--- config.mk ---
export PLATFORM = sky130hd
export DESIGN_NAME = benes_cfg_sequencer
export DESIGN_NICKNAME = d
export VERILOG_FILES = /design/src/rtl/benes_cfg_sequencer_pkg.sv /design/src/rtl/benes_cfg_bank.sv /design/src/rtl/benes_cfg_sequencer.sv
export SDC_FILE = /design/constraint.sdc
export NUM_CORES = 1
export LEC_CHECK = 0
export ABC_AREA = 1
export CAP_MARGIN = 25
export CORE_MARGIN = 5
export CORE_UTILIZATION = 56
export DETAILED_ROUTE_END_ITERATION = 12
export PLACE_DENSITY = 0.83
export SYNTH_ARGS = -nofsm -noshare
export SYNTH_HDL_FRONTEND = slang
export SYNTH_SLANG_ARGS = --single-unit
--- constraint.sdc ---
create_clock -name clk -period 3.9 [get_ports clk]
set_input_delay 0.78 -clock clk [delete_from_list [all_inputs] [get_ports clk]]
set_output_delay 0.78 -clock clk [all_outputs]
set_load 0.05 [all_outputs]
--- src/rtl/benes_cfg_sequencer_pkg.sv ---
// Shared parameters and types for the Benes network configuration sequencer.
package benes_cfg_sequencer_pkg;

    localparam int SIZE       = 8;
    localparam int SWITCH_NUM = SIZE / 2;
    localparam int STAGE_NUM  = 2 * $clog2(SIZE) - 1;
    // One pipeline register between adjacent switch stages.
    localparam int BUFFER_NUM = STAGE_NUM - 1;
    localparam int NET_LAT    = BUFFER_NUM;

    typedef enum logic [1:0] {
        EMPTY,
        RUN,
        DRAIN,
        SWAP
    } seq_state_t;

    typedef logic [SWITCH_NUM-1:0] stage_ctrl_t;

endpackage

--- src/rtl/benes_cfg_bank.sv ---
// Shadow/active switch-control banks: the shadow is written word by word,
// and the active bank is copied from it in one cycle on swap.
module benes_cfg_bank #(
    parameter int SWITCH_NUM  = benes_cfg_sequencer_pkg::SWITCH_NUM,
    parameter int STAGE_NUM   = benes_cfg_sequencer_pkg::STAGE_NUM,
    localparam int IDX_W      = (STAGE_NUM > 1) ? $clog2(STAGE_NUM) : 1
) (
    input  logic                            clk_i,
    input  logic                            rst_i,
    input  logic                            wr_en_i,
    input  logic [IDX_W-1:0]                wr_idx_i,
    input  logic [SWITCH_NUM-1:0]           wr_data_i,
    input  logic                            swap_i,
    output logic [STAGE_NUM*SWITCH_NUM-1:0] sw_ctrl_o
);
    import benes_cfg_sequencer_pkg::*;

    logic [SWITCH_NUM-1:0] shadow_q [STAGE_NUM];
    logic [SWITCH_NUM-1:0] active_q [STAGE_NUM];

    always_ff @(posedge clk_i) begin
        if (rst_i) begin
            for (int unsigned s = 0; s < STAGE_NUM; s++) begin
                shadow_q[s] <= '0;
                active_q[s] <= '0;
            end
        end else begin
            if (wr_en_i) begin
                shadow_q[wr_idx_i] <= wr_data_i;
            end
            if (swap_i) begin
                for (int unsigned s = 0; s < STAGE_NUM; s++) begin
                    active_q[s] <= shadow_q[s];
                end
            end
        end
    end

    always_comb begin
        sw_ctrl_o = '0;
        for (int unsigned s = 0; s < STAGE_NUM; s++) begin
            sw_ctrl_o[s*SWITCH_NUM +: SWITCH_NUM] = active_q[s];
        end
    end

endmodule

--- src/rtl/benes_cfg_sequencer.sv ---
// Benes network control-plane sequencer: loads framed config words into a shadow
// bank and swaps them into the active bank only once the network has drained.
module benes_cfg_sequencer #(
    parameter int SIZE       = benes_cfg_sequencer_pkg::SIZE,
    parameter int SWITCH_NUM = SIZE / 2,
    parameter int STAGE_NUM  = 2 * $clog2(SIZE) - 1,
    parameter int NET_LAT    = STAGE_NUM - 1
) (
    input  logic                            clk,
    input  logic                            rst,
    input  logic                            cfg_valid,
    output logic                            cfg_ready,
    input  logic [SWITCH_NUM-1:0]           cfg_data,
    input  logic                            cfg_last,
    output logic                            cfg_err,
    input  logic                            in_valid,
    output logic                            in_ready,
    output logic                            net_in_valid,
    output logic [STAGE_NUM*SWITCH_NUM-1:0] sw_ctrl,
    output logic                            out_valid,
    output logic                            cfg_active
);
    import benes_cfg_sequencer_pkg::*;

    localparam int WCNT_W = (STAGE_NUM > 1) ? $clog2(STAGE_NUM) : 1;
    localparam int IFL_W  = $clog2(NET_LAT + 1);
    localparam logic [WCNT_W-1:0] LAST_IDX = WCNT_W'(STAGE_NUM - 1);

    seq_state_t         state_q, state_d;
    logic [WCNT_W-1:0]  wcnt_q, wcnt_d;
    logic               pending_q, pending_d;
    logic               err_q, err_d;
    logic               active_q, active_d;
    logic [IFL_W-1:0]   inflight_q, inflight_d;
    logic [NET_LAT-1:0] vld_sr_q, vld_sr_d;

    logic cfg_hs;
    logic at_last;
    logic frame_err;
    logic frame_done;
    logic swap;

    // Ready signals depend only on registered state; rst gating holds them low while in reset.
    assign cfg_ready    = !rst && !pending_q && (state_q != SWAP);
    assign net_in_valid = in_valid && in_ready;
    assign out_valid    = vld_sr_q[NET_LAT-1];
    assign cfg_err      = err_q;
    assign cfg_active   = active_q;

    assign cfg_hs     = cfg_valid && cfg_ready;
    assign at_last    = (wcnt_q == LAST_IDX);
    assign frame_err  = cfg_hs && (cfg_last != at_last);
    assign frame_done = cfg_hs && cfg_last && at_last;
    assign swap       = (state_q == SWAP);

    always_comb begin
        state_d  = state_q;
        in_ready = 1'b0;
        case (state_q)
            EMPTY: begin
                if (pending_q) state_d = SWAP;
            end
            RUN: begin
                in_ready = !rst && !pending_q;
                if (pending_q) state_d = (inflight_q == '0) ? SWAP : DRAIN;
            end
            DRAIN: begin
                if (inflight_q == '0) state_d = SWAP;
            end
            SWAP: begin
                state_d = RUN;
            end
            default: state_d = EMPTY;
        endcase
    end

    always_comb begin
        wcnt_d    = wcnt_q;
        pending_d = pending_q;
        err_d     = frame_err;
        active_d  = active_q || swap;
        if (cfg_hs) begin
            wcnt_d = (frame_err || frame_done) ? '0 : wcnt_q + WCNT_W'(1);
        end
        if (swap) pending_d = 1'b0;
        if (frame_done) pending_d = 1'b1;
    end

    always_comb begin
        inflight_d = inflight_q;
        case ({net_in_valid, out_valid})
            2'b10:   inflight_d = inflight_q + IFL_W'(1);
            2'b01:   inflight_d = inflight_q - IFL_W'(1);
            default: inflight_d = inflight_q;
        endcase
        vld_sr_d    = '0;
        vld_sr_d[0] = net_in_valid;
        for (int unsigned i = 1; i < NET_LAT; i++) begin
            vld_sr_d[i] = vld_sr_q[i-1];
        end
    end

    always_ff @(posedge clk) begin
        if (rst) begin
            state_q    <= EMPTY;
            wcnt_q     <= '0;
            pending_q  <= 1'b0;
            err_q      <= 1'b0;
            active_q   <= 1'b0;
            inflight_q <= '0;
            vld_sr_q   <= '0;
        end else begin
            state_q    <= state_d;
            wcnt_q     <= wcnt_d;
            pending_q  <= pending_d;
            err_q      <= err_d;
            active_q   <= active_d;
            inflight_q <= inflight_d;
            vld_sr_q   <= vld_sr_d;
        end
    end

    benes_cfg_bank #(
        .SWITCH_NUM (SWITCH_NUM),
        .STAGE_NUM  (STAGE_NUM)
    ) u_bank (
        .clk_i     (clk),
        .rst_i     (rst),
        .wr_en_i   (cfg_hs),
        .wr_idx_i  (wcnt_q),
        .wr_data_i (cfg_data),
        .swap_i    (swap),
        .sw_ctrl_o (sw_ctrl)
    );

endmodule

[After elaboration in Yosys (flattened, before gate mapping)]
Memory sizes are Yosys's and may differ from the RTL's.
Index checks and enable logic that the tools add are counted.
W data, S select, Z words.
Operators by class
  add/subtract/negate cells: 3
  equal/unequal tests: 11
  muxes and demuxes: 26
  bitwise operators: 5
  reduce and logical (&&, ||, !) cells: 17
Operators with widths (number)
  $mux W4: 6
  $mux W1: 13
  $ne A2 B2 Y1 const B: 4
  $pmux W2 S4: 1
  $logic_and A1 B1 Y1: 7
  $add A3 B1 Y3 const B: 2
  $eq A2 B2 Y1 const B: 3
  $mux W2: 3
  $mux W3: 2
  $pmux W3 S2: 1
  $or A1 B1 Y1: 5
  $eq A2 B1 Y1 const B: 2
  $reduce_bool A2 Y1: 2
  $reduce_or A4 Y1: 1
  $eq A3 B3 Y1 const B: 1
  $logic_not A3 Y1: 1
  $reduce_and A3 Y1: 1
  $sub A3 B1 Y3 const B: 1
  $logic_not A1 Y1: 2
  $logic_not A2 Y1: 1
  $logic_or A1 B1 Y1: 2
  $ne A1 B1 Y1: 1
Word-level totals
  flip-flop bits (word level): 15
  memory bits (writable): 40
  logic and storage cells: 71
  memories kept: 2
Memory list
  u_bank.active_q: words 5, bits a word 4, rd ports 5, clocked after Yosys merged registers in 0, wr ports 5, line benes_cfg_bank.sv:19  | logic [SWITCH_NUM-1:0] active_q [STAGE_NUM];
  u_bank.shadow_q: words 5, bits a word 4, rd ports 5, clocked after Yosys merged registers in 0, wr ports 5, line benes_cfg_bank.sv:18  | logic [SWITCH_NUM-1:0] shadow_q [STAGE_NUM];

[Longest topological paths before layout]
Gate-level depths: netlist of the first run.
  word-level depth: 9
  depth in mapped cells: 14
  depth with buffers taken out: 13

[Cells and area by module]
Synthesis of the first run repeated with hierarchy kept, for this count alone.
Unflattened totals
  cell total of the unflattened synthesis: 213
  area, all modules: 2273.4 um^2
Modules (own cells, without submodules)
  benes_cfg_bank: times used 1, cells an instance 126, area each 1557.7 um^2, seq. area each 1201.2 um^2
  benes_cfg_sequencer: times used 1, cells an instance 87, area each 715.7 um^2, seq. area each 300.3 um^2

[Worst setup path before layout of the first run]
No wires, ideal clock.
  kind: in2out
  from: input rst
  to: output net_in_valid
  arrival: 2.280 ns
  slack: 0.840 ns
  stages on the path: 6
  cell sequence: buf_6 inv_1 nand2_1 nor2_1 nand2_1 inv_1
On the way
  longest elaborated chain between the ends: 4
Ends and longest elaborated chain
  start, declared: line benes_cfg_sequencer.sv:10  | input logic rst,
  $logic_not A1 Y1: line benes_cfg_sequencer.sv:64  | in_ready = !rst && !pending_q;
  $logic_and A1 B1 Y1: line benes_cfg_sequencer.sv:64
  $mux W1: line benes_cfg_sequencer.sv:59  | case (state_q)
  via in_ready: line benes_cfg_sequencer.sv:17  | output logic in_ready,
  $logic_and A1 B1 Y1: line benes_cfg_sequencer.sv:45  | assign net_in_valid = in_valid && in_ready;
  end, declared: line benes_cfg_sequencer.sv:18  | output logic net_in_valid,
The timed path passes the listed nets, and every way through them passes these cells.

[Worst setup path in the final report of the first run]
  from: input rst
  to: output cfg_ready
On the way
  longest elaborated chain between the ends: 3
Ends and longest elaborated chain
  $logic_not A1 Y1: line benes_cfg_sequencer.sv:44  | assign cfg_ready = !rst && !pending_q && (state_q != SWAP);
  $logic_and A1 B1 Y1 (2 in series): line benes_cfg_sequencer.sv:44
  end, declared: line benes_cfg_sequencer.sv:12  | output logic cfg_ready,
Every way passes these cells.

==> flow_summary.json, run 1 <==
{
  "post-route-drc-count": 0,
  "critical_path_buf_inv_count": 3,
  "r2r-start": "pending_q",
  "grt_pass1_vias": 1274,
  "critical_path.endpoint_type": "output port",
  "antenna_cells": 0,
  "ir_drop_mv": 0.241,
  "core_area_sq_um": 3940,
  "drt_iter0_markers": 49,
  "cts_made_buffers": 5,
  "clockRootBuffer": "clkbuf_8",
  "placed_cell_area_sq_um": 2600,
  "fin_nets": 256,
  "fin_crit_ps": 3280,
  "path_max_fanout": 8,
  "crit_type": "in -> out",
  "gp_congestion": 0.778,
  "cts_sinks": 55,
  "cpPeakStageDelay_ps": 790,
  "crit_slowest_cell": "clkdlybuf4s50_1",
  "max_freq_mhz": 305,
  "antenna_left": 0,
  "power.leakage_nw": 1.11,
  "syn_inst": 206,
  "dpl.hpwl_mm": 2.42,
  "timing.rr.end": "inflight_q[2]",
  "die_y_microns": 73.1,
  "die-area_sq_um": 5350,
  "cap_violations": 0,
  "area_delta_synth_final_pct": 21.3,
  "hold_end": "vld_sr_q[2]",
  "cp_cell_sequence": "clkdlybuf4s50_1 -> nor2_8 -> nand2_2 -> inv_1 -> clkdlybuf4s50_1",
  "synth_seq_cells": 55,
  "cts.reportedPaths.clkPinSlew_ps": 90,
  "setup_tns_ps": 0,
  "chipWidth_microns": 73.1,
  "cts_htree_levels": 2,
  "fin_area_sq_um": 2710,
  "rsz0062_at_grt": "no",
  "grt_max_degree": 23,
  "pin_count": 35,
  "initial_core_util_pct": 56.6,
  "clock_skew_ps": 6.39,
  "routed_wl_mm": 3.32,
  "hold_depth": 2,
  "rows": 23,
  "crit_required_ps": 3120,
  "syn-num-nets": 219,
  "antenna_found_initial": 0,
  "slew_viol_final": 0,
  "wl_per_cell_microns": 11.3,
  "grt_pass1_wl_mm": 5.41,
  "worstMarginPinSlew_ps": 907,
  "status": "complete, no violations",
  "hold_start": "vld_sr_q[1]",
  "relSlewSlack_pct": 39.4,
  "clk_latency_ps": 300,
  "hold_viol_final": 0,
  "ys_types": 22,
  "critPathLaunchType": "input pin",
  "r2r_slack_ps": 1960,
  "portBuffers": 34,
  "arrival_ps": 2500,
  "grt.overflow.total": 0,
  "gr-usage-all-layers_pct": 13.6,
  "ys_seq_area_share_pct": 67.3,
  "viasPerCell": 4.63,
  "synth_warnings": 0,
  "fillCellCount": 304,
  "cts_resized": 0,
  "syn_area_sq_um": 2230,
  "cp_common_cell": "clkdlybuf4s50_1",
  "drive_gt1_share_pct": 7.82,
  "vias": 1358,
  "hold_path_class": "reg -> reg",
  "cts_tree": "built",
  "syn_avg_cell_area_sq_um": 10.8,
  "setup_violations": 0,
  "cts_setup_buffers": 0,
  "reg2reg_depth": 13,
  "ctsHoldBuffers": 0,
  "power_density_nw_per_um2": 409,
  "cts_buffer_depth": 2,
  "drtPass1Iterations": 4,
  "cpLargestDelayFamily": "buffers and inverters",
  "fin_crit_sh_pct": 84.1
}
-- metal layers --
layer | track usage, % | share of wire (%)
met1 | 13.0 | 39
met4 | 6.15 | 1.8
met5 | 0 | 0
met3 | 4.27 | 6.5
met2 | 25.8 | 52
-- cell families (layout without fill, tap and decap cells) --
kind of cell | after synthesis | in the layout | share of synthesized area (%)
AND/OR/NAND/NOR | 89 | 89 | 18.7
XOR/XNOR | 2 | 2 | 0.785
flip-flops | 55 | 55 | 67.3
AO/OA/AOI/OAI | 11 | 11 | 2.47
buffers and inverters | 45 | 82 | 8.18
adder cells (fa/ha/maj) | 4 | 4 | 2.58
-- Yosys cell counts, drive strengths merged --
| library cell | instances | area, sq um |
|---|---|---|
| edfxtp | 40 | 1200 |
| inv | 41 | 154 |
| nor3 | 1 | 5.00 |
| nand4 | 1 | 6.26 |
| fa | 1 | 20.0 |
| ha | 3 | 37.5 |
| nor2 | 56 | 245 |
| nand3 | 6 | 57.6 |
| o21ai | 4 | 20.0 |
| nand2 | 24 | 97.6 |
| buf | 4 | 28.8 |
| xor2 | 2 | 17.5 |
| dfxtp | 15 | 300 |
| a21oi | 7 | 35.0 |
| and3 | 1 | 6.26 |
-- flip-flops by register name, summed over array words and instances (netlist names) --
signal	count
u_bank.active_q	20
u_bank.shadow_q	20
vld_sr_q	4
inflight_q	3
wcnt_q	3
state_q	2
cfg_active	1
cfg_err	1
pending_q	1
-- area by class of cell --
cell class                      count  area (sq um)  share of cell area, %
Clock buffer                        5          68.8                   2.54
Tap cell                           50          62.6                   2.31
Clock inverter                      2          37.5                   1.39
Multi-Input combinational cell    106           548                   20.2
Timing Repair Buffer               34           335                   12.4
Sequential cell                    55          1500                   55.5
Inverter                           41           154                   5.68
-- cell usage in the layout (no fill, tap or decap) --
master	n
nor2_8	2
a21oi_1	7
edfxtp_1	40
dfxtp_1	15
fa_1	1
nor3_1	1
and3_1	1
buf_4	2
nor2_1	53
nand2_2	3
nand3_1	2
clkinvlp_4	1
bufinv_16	1
nand2_1	21
inv_1	41
ha_1	3
xor2_1	2
nand3_2	3
nand3_4	1
nor2_2	1
nand4_1	1
clkdlybuf4s50_1	32
o21ai_0	4
clkbuf_8	5
-- tightest hold or removal path, cell delays in order (launching register included) --
cell and delay (ps):
dfxtp_1 300, inv_1 40, nor2_1 30
-- power breakdown --
part | total (mW) | internal (mW) | switching [mW]
clock | 0.364 | 0.188 | 0.176
sequential | 0.651 | 0.644 | 0.00713
combinational | 0.0921 | 0.0288 | 0.0633
-- worst max path at each step --
stage	start	slack, ps	cells past startpoint	to
floorplan	rst	840	6	net_in_valid
global route	rst	560	5	cfg_ready
global placement	rst	640	5	cfg_ready
finish	rst	620	5	cfg_ready
detailed placement	rst	610	5	cfg_ready
CTS	rst	600	5	cfg_ready
-- through the flow --
step | power, mW | utilization [%] | setup WS, ps | instances | hold WS (ps)
after global placement | 0.754 | 66.0 | 641 | 286 | 390
after CTS | 1.11 | 68.7 | 605 | 293 | 409
after detailed placement | 0.757 | 66.0 | 605 | 286 | 398
after global routing | 1.14 | 68.7 | 557 | 293 | 432
after floorplan | 0.726 | - | 840 | 206 | 388
final | 1.11 | 68.7 | 621 | 293 | 400
No activity file was read; power rests on OpenSTA's default activity.
==> run 2, diff against run 1 <==
- CORE_UTILIZATION: 56 -> 52
- PLACE_DENSITY: 0.83 -> 0.78
- clock period: 3.9 -> 3.1 ns (I/O delays scaled with it)
==> run 2 against run 1 <==
Highest routed layer unchanged. Clock skew shrank 3.9 ps. Critical endpoint is now net_in_valid. Clock power grew 26%. Core utilization shrank 1.1 points. Via count grew 2.7%. Count of clock-buffer cells in the layout is the same. Non-clock buffer count grew 4. Power grew 26%. Sequential cell count is the same. Critical path depth grew 2. Largest power group unchanged. Die area grew 6.6%. Final cell count grew 1.4%.
==> flow_summary.json, run 2 (synthesized netlist as in run 1, its figures left out) <==
{
  "core_area_sq_um": 4090,
  "gr-usage-all-layers_pct": 13.9,
  "fin_crit_sh_pct": 77.7,
  "cp_cell_sequence": "clkdlybuf4s50_1 -> inv_1 -> nand2_1 -> nor2_1 -> nand2_1 -> inv_1 -> buf_12",
  "sequentialPowerShare_pct": 58.7,
  "hold_path_class": "reg -> reg",
  "cts.reportedPaths.clkPinSlew_ps": 90,
  "grt_max_degree": 22,
  "cap_violations": 0,
  "power_switching_uw": 311,
  "final_cell_mix": "nor2_1 (53), inv_1 (41), edfxtp_1 (40)",
  "cpLargestDelayFamily": "buffers and inverters",
  "area_delta_synth_final_pct": 23.7,
  "rsz0062_at_grt": "no",
  "p_sw_share_pct": 22.3,
  "grt_use_met1_pct": 15.0,
  "cts_resized": 0,
  "cts_sinks": 55,
  "die-area_sq_um": 5700,
  "routed_wl_mm": 3.59,
  "crit_slowest_cell": "clkdlybuf4s50_1",
  "instances_no_fill": 297,
  "drt_iter0_markers": 55,
  "cts_htree_levels": 2,
  "setup_ws_ps": 691,
  "critical_path.endpoint_type": "output port",
  "antenna_cells": 0,
  "drive_gt1_share_pct": 9.72,
  "cts_buffer_depth": 2,
  "portBuffers": 34,
  "antenna_left": 0,
  "preCtsSetupSlack_ps": 529,
  "setup_violations": 0,
  "ctsHoldBuffers": 0,
  "relSlewSlack_pct": 65.6,
  "vias": 1394,
  "fin_crit_ps": 2410,
  "gp_congestion": 0.751,
  "met2_usage_pct": 25.2,
  "grt_busiest_layer": "met2",
  "wl_per_cell_microns": 12.1,
  "pin_count": 35,
  "grt_pass1_vias": 1337,
  "ir_drop_mv": 0.291,
  "dpl.hpwl_mm": 2.66,
  "die_y_microns": 75.5,
  "clock_skew_ps": 2.50,
  "critPathLaunchType": "input pin",
  "met3_usage_pct": 4.35,
  "arrival_ps": 1790,
  "hold_viol_final": 0,
  "power_density_nw_per_um2": 506,
  "mostFrequentLayoutCell": "nor2_1",
  "initial_core_util_pct": 54.6,
  "clockRootBuffer": "clkbuf_8",
  "post-route-drc-count": 0,
  "cts_made_buffers": 5,
  "viasPerCell": 4.69,
  "rows": 23,
  "chipWidth_microns": 75.5,
  "cts_tree": "built",
  "clockPowerShare_pct": 32.8,
  "crit_type": "in -> out",
  "max_freq_mhz": 415,
  "grt.overflow.total": 0,
  "antenna_found_initial": 0,
  "total_power_mw": 1.40,
  "status": "complete, no violations",
  "power.leakage_nw": 1.14,
  "cts_setup_buffers": 0,
  "crit_required_ps": 2480,
  "fin_nets": 260,
  "clk_latency_ps": 300,
  "dp_cells": 290,
  "p_int_mw": 1.08,
  "drtPass1Iterations": 4,
  "grt_pass1_wl_mm": 5.80,
  "reg.largest.list": "u_bank.active_q: 20 flops, u_bank.shadow_q: 20 flops, vld_sr_q: 4 flops",
  "path_max_fanout": 3,
  "setup_tns_ps": 0,
  "slew_viol_final": 0,
  "cpPeakStageDelay_ps": 410,
  "power_frac_comb_pct": 8.6,
  "fillCellCount": 314,
  "worstMarginPinSlew_ps": 515,
  "critical_path_buf_inv_count": 4
}
==> run 2: cell types whose count changed in the layout (fill, tap and decap cells not counted) <==
cell             delta
buf_12              +2
buf_4               +3
clkdlybuf4s50_1     -1
==> run 2: layout make-up <==
class	instances	area (sq um)	share of cell area, %
Sequential cell	55	1500	54.4
Timing Repair Buffer	38	388	14.1
Inverter	41	154	5.58
Clock buffer	5	68.8	2.49
Tap cell	50	62.6	2.27
Multi-Input combinational cell	106	548	19.9
Clock inverter	2	37.5	1.36
==> run 2: power groups by stage <==
stage / Clock, mW / Sequential [mW] / Combinational (mW)
floorplan: 0 / 0.870 / 0.0437
global placement: 0 / 0.835 / 0.118
detailed placement: 0 / 0.836 / 0.120
CTS: 0.464 / 0.819 / 0.121
global route: 0.487 / 0.821 / 0.128
finish: 0.457 / 0.819 / 0.120
==> run 2: tightest hold or removal path, cell delays in order, from the launching register on <==
cell,delay [ps]
dfxtp_1,310
inv_1,40
nor2_1,30
==> run 2: layer usage <==
layer | routed length [microns] | share of wire, %
met5 | 0 | 0
met4 | 53 | 1.5
met3 | 235 | 6.6
met2 | 1860 | 52
met1 | 1440 | 40
==> run 2: through the flow <==
step / instance area (sq um) / hold slack (ps) / utilization [%]
6_report: 2760 / 419 / 67.5
4_1_cts: 2760 / 420 / 67.5
3_5_place_dp: 2650 / 405 / 64.9
2_1_floorplan: 2230 / 388 / -
3_3_place_gp: 2650 / 394 / 64.9
5_1_grt: 2760 / 438 / 67.5
==> run 2: path summary, 6_finish.rpt <==
| path | startpoint | endpoint | slack, ps | depth (start not counted) |
|---|---|---|---|---|
| worst min register to register | vld_sr_q[0] | vld_sr_q[1] | 420 | 2 |
| worst max-delay path | rst | net_in_valid | 690 | 7 |
| worst max register to register | pending_q | inflight_q[1] | 1140 | 10 |
| worst min-delay path | vld_sr_q[0] | vld_sr_q[1] | 420 | 2 |
==> run 3, diff against run 2 <==
- CORE_UTILIZATION: 52 -> 47
- PLACE_DENSITY: 0.78 -> 0.74
- clock period: 3.1 -> 2.2 ns (I/O delays scaled with it)
==> run 3 against run 2 <==
Via count is 0.93% lower. Combinational power is 43% higher. Sequential share of layout area is 1.1 points lower. Routed wire length is 3.1% lower. Die area is 9.2% higher. Register-to-register slack worse by 800 ps. First-iteration DRC count is 11% higher.
==> flow_summary.json, run 3 (synthesized netlist as in run 1, its figures left out) <==
{
  "status": "complete, no violations",
  "relSlewSlack_pct": 66.0,
  "gr-usage-all-layers_pct": 12.3,
  "total_power_mw": 1.97,
  "routed_wl_mm": 3.47,
  "power_density_nw_per_um2": 699,
  "r2r_slack_ps": 340,
  "slew_viol_final": 0,
  "ctsHoldBuffers": 0,
  "post-route-drc-count": 0,
  "fillCellCount": 383,
  "pin_count": 35,
  "grt.overflow.total": 0,
  "reg.largest.list": "u_bank.active_q: 20 flops, u_bank.shadow_q: 20 flops, vld_sr_q: 4 flops",
  "rows": 25,
  "clockPowerShare_pct": 32.7,
  "wl_per_cell_microns": 11.3,
  "portBuffers": 34,
  "grt_max_degree": 22,
  "instances_no_fill": 306,
  "rsz0062_at_grt": "no",
  "grt_pass1_wl_mm": 5.96,
  "fin_crit_sh_pct": 91.1,
  "cts.reportedPaths.clkPinSlew_ps": 100,
  "core_area_sq_um": 4660,
  "drt_iter0_markers": 61,
  "antenna_found_initial": 0,
  "hold_path_class": "reg -> reg",
  "p_sw_share_pct": 22.1,
  "arrival_ps": 1560,
  "path_max_fanout": 2,
  "drtPass1Iterations": 4,
  "hold_viol_final": 0,
  "sequentialPowerShare_pct": 58.6,
  "ir_drop_mv": 0.339,
  "cts_setup_buffers": 0,
  "die-area_sq_um": 6230,
  "gp_congestion": 0.747,
  "setup_tns_ps": 0,
  "grt_pass1_vias": 1331,
  "die_y_microns": 78.9,
  "mostFrequentLayoutCell": "nor2_1",
  "power_switching_uw": 435,
  "cts_buffer_depth": 2,
  "critPathLaunchType": "input pin",
  "dp_cells": 298,
  "drive_gt1_share_pct": 11.5,
  "antenna_left": 0,
  "viasPerCell": 4.51,
  "cap_violations": 0,
  "area_delta_synth_final_pct": 26.2,
  "cts_htree_levels": 2,
  "cts_tree": "built",
  "crit_required_ps": 1760,
  "worst_hold_slack_ps": 416,
  "clockRootBuffer": "clkbuf_8",
  "cts_resized": 0,
  "crit_type": "in -> out",
  "vias": 1381,
  "initial_core_util_pct": 47.9,
  "power_frac_comb_pct": 8.7,
  "chipWidth_microns": 78.9,
  "clk_latency_ps": 310,
  "dpl.hpwl_mm": 2.53,
  "setup_violations": 0,
  "critical_path.endpoint_type": "output port",
  "cts_sinks": 55,
  "final_cell_mix": "nor2_1 (52), inv_1 (41), edfxtp_1 (40)",
  "max_freq_mhz": 499,
  "antenna_cells": 0,
  "fin_nets": 264,
  "p_int_mw": 1.53,
  "clock_skew_ps": 9.88,
  "worstMarginPinSlew_ps": 509,
  "cts_made_buffers": 5,
  "power.leakage_nw": 1.16,
  "fin_crit_ps": 2000
}
[run 3: path summary, 6_finish.rpt]
check / endpoint / start / depth (start not counted)
min reg2reg: vld_sr_q[3] / vld_sr_q[2] / 2
max: net_in_valid / rst / 8
max reg2reg: inflight_q[2] / pending_q / 13
min: vld_sr_q[3] / vld_sr_q[2] / 2
[run 3: through the flow]
step	utilization, %	area, sq um	setup WS, ps
after CTS	60.4	2820	181
after global routing	60.4	2820	132
after detailed placement	58.1	2710	-49.4
final	60.4	2820	196
after floorplan	-	2240	83.9
after global placement	58.1	2710	7.48
[run 3: per-layer routing]
layer	vias up	routed length [microns]	global-route usage (%)
met5	-	0	0
met4	0	38	4.12
met3	4	158	3.51
met2	40	1650	22.1
met1	607	1620	14.2
li1	730	-	-
[run 3: cell type report]
cell class / count / area [sq um] / share of cell area [%]
clock buffer: 5 / 68.8 / 2.44
clock inverter: 3 / 38.8 / 1.38
inverter: 41 / 154 / 5.46
multi-input combinational: 106 / 556 / 19.7
sequential: 55 / 1500 / 53.3
tap: 54 / 67.6 / 2.40
timing repair buffer: 42 / 430 / 15.3
[run 3: power groups by stage]
| stage | clock network [mW] | registers, mW | logic (mW) |
|---|---|---|---|
| after floorplan | 0 | 1.23 | 0.0616 |
| after global placement | 0 | 1.18 | 0.171 |
| after detailed placement | 0 | 1.18 | 0.173 |
| after CTS | 0.658 | 1.15 | 0.174 |
| after global routing | 0.695 | 1.16 | 0.186 |
| final | 0.643 | 1.15 | 0.172 |
[run 3: critical path: stages]
cell and delay [ps]:
clkdlybuf4s50_1 410, inv_1 80, nand2_1 80, nor2_4 110, nand2_1 70, buf_4 140, inv_1 80, buf_12 140
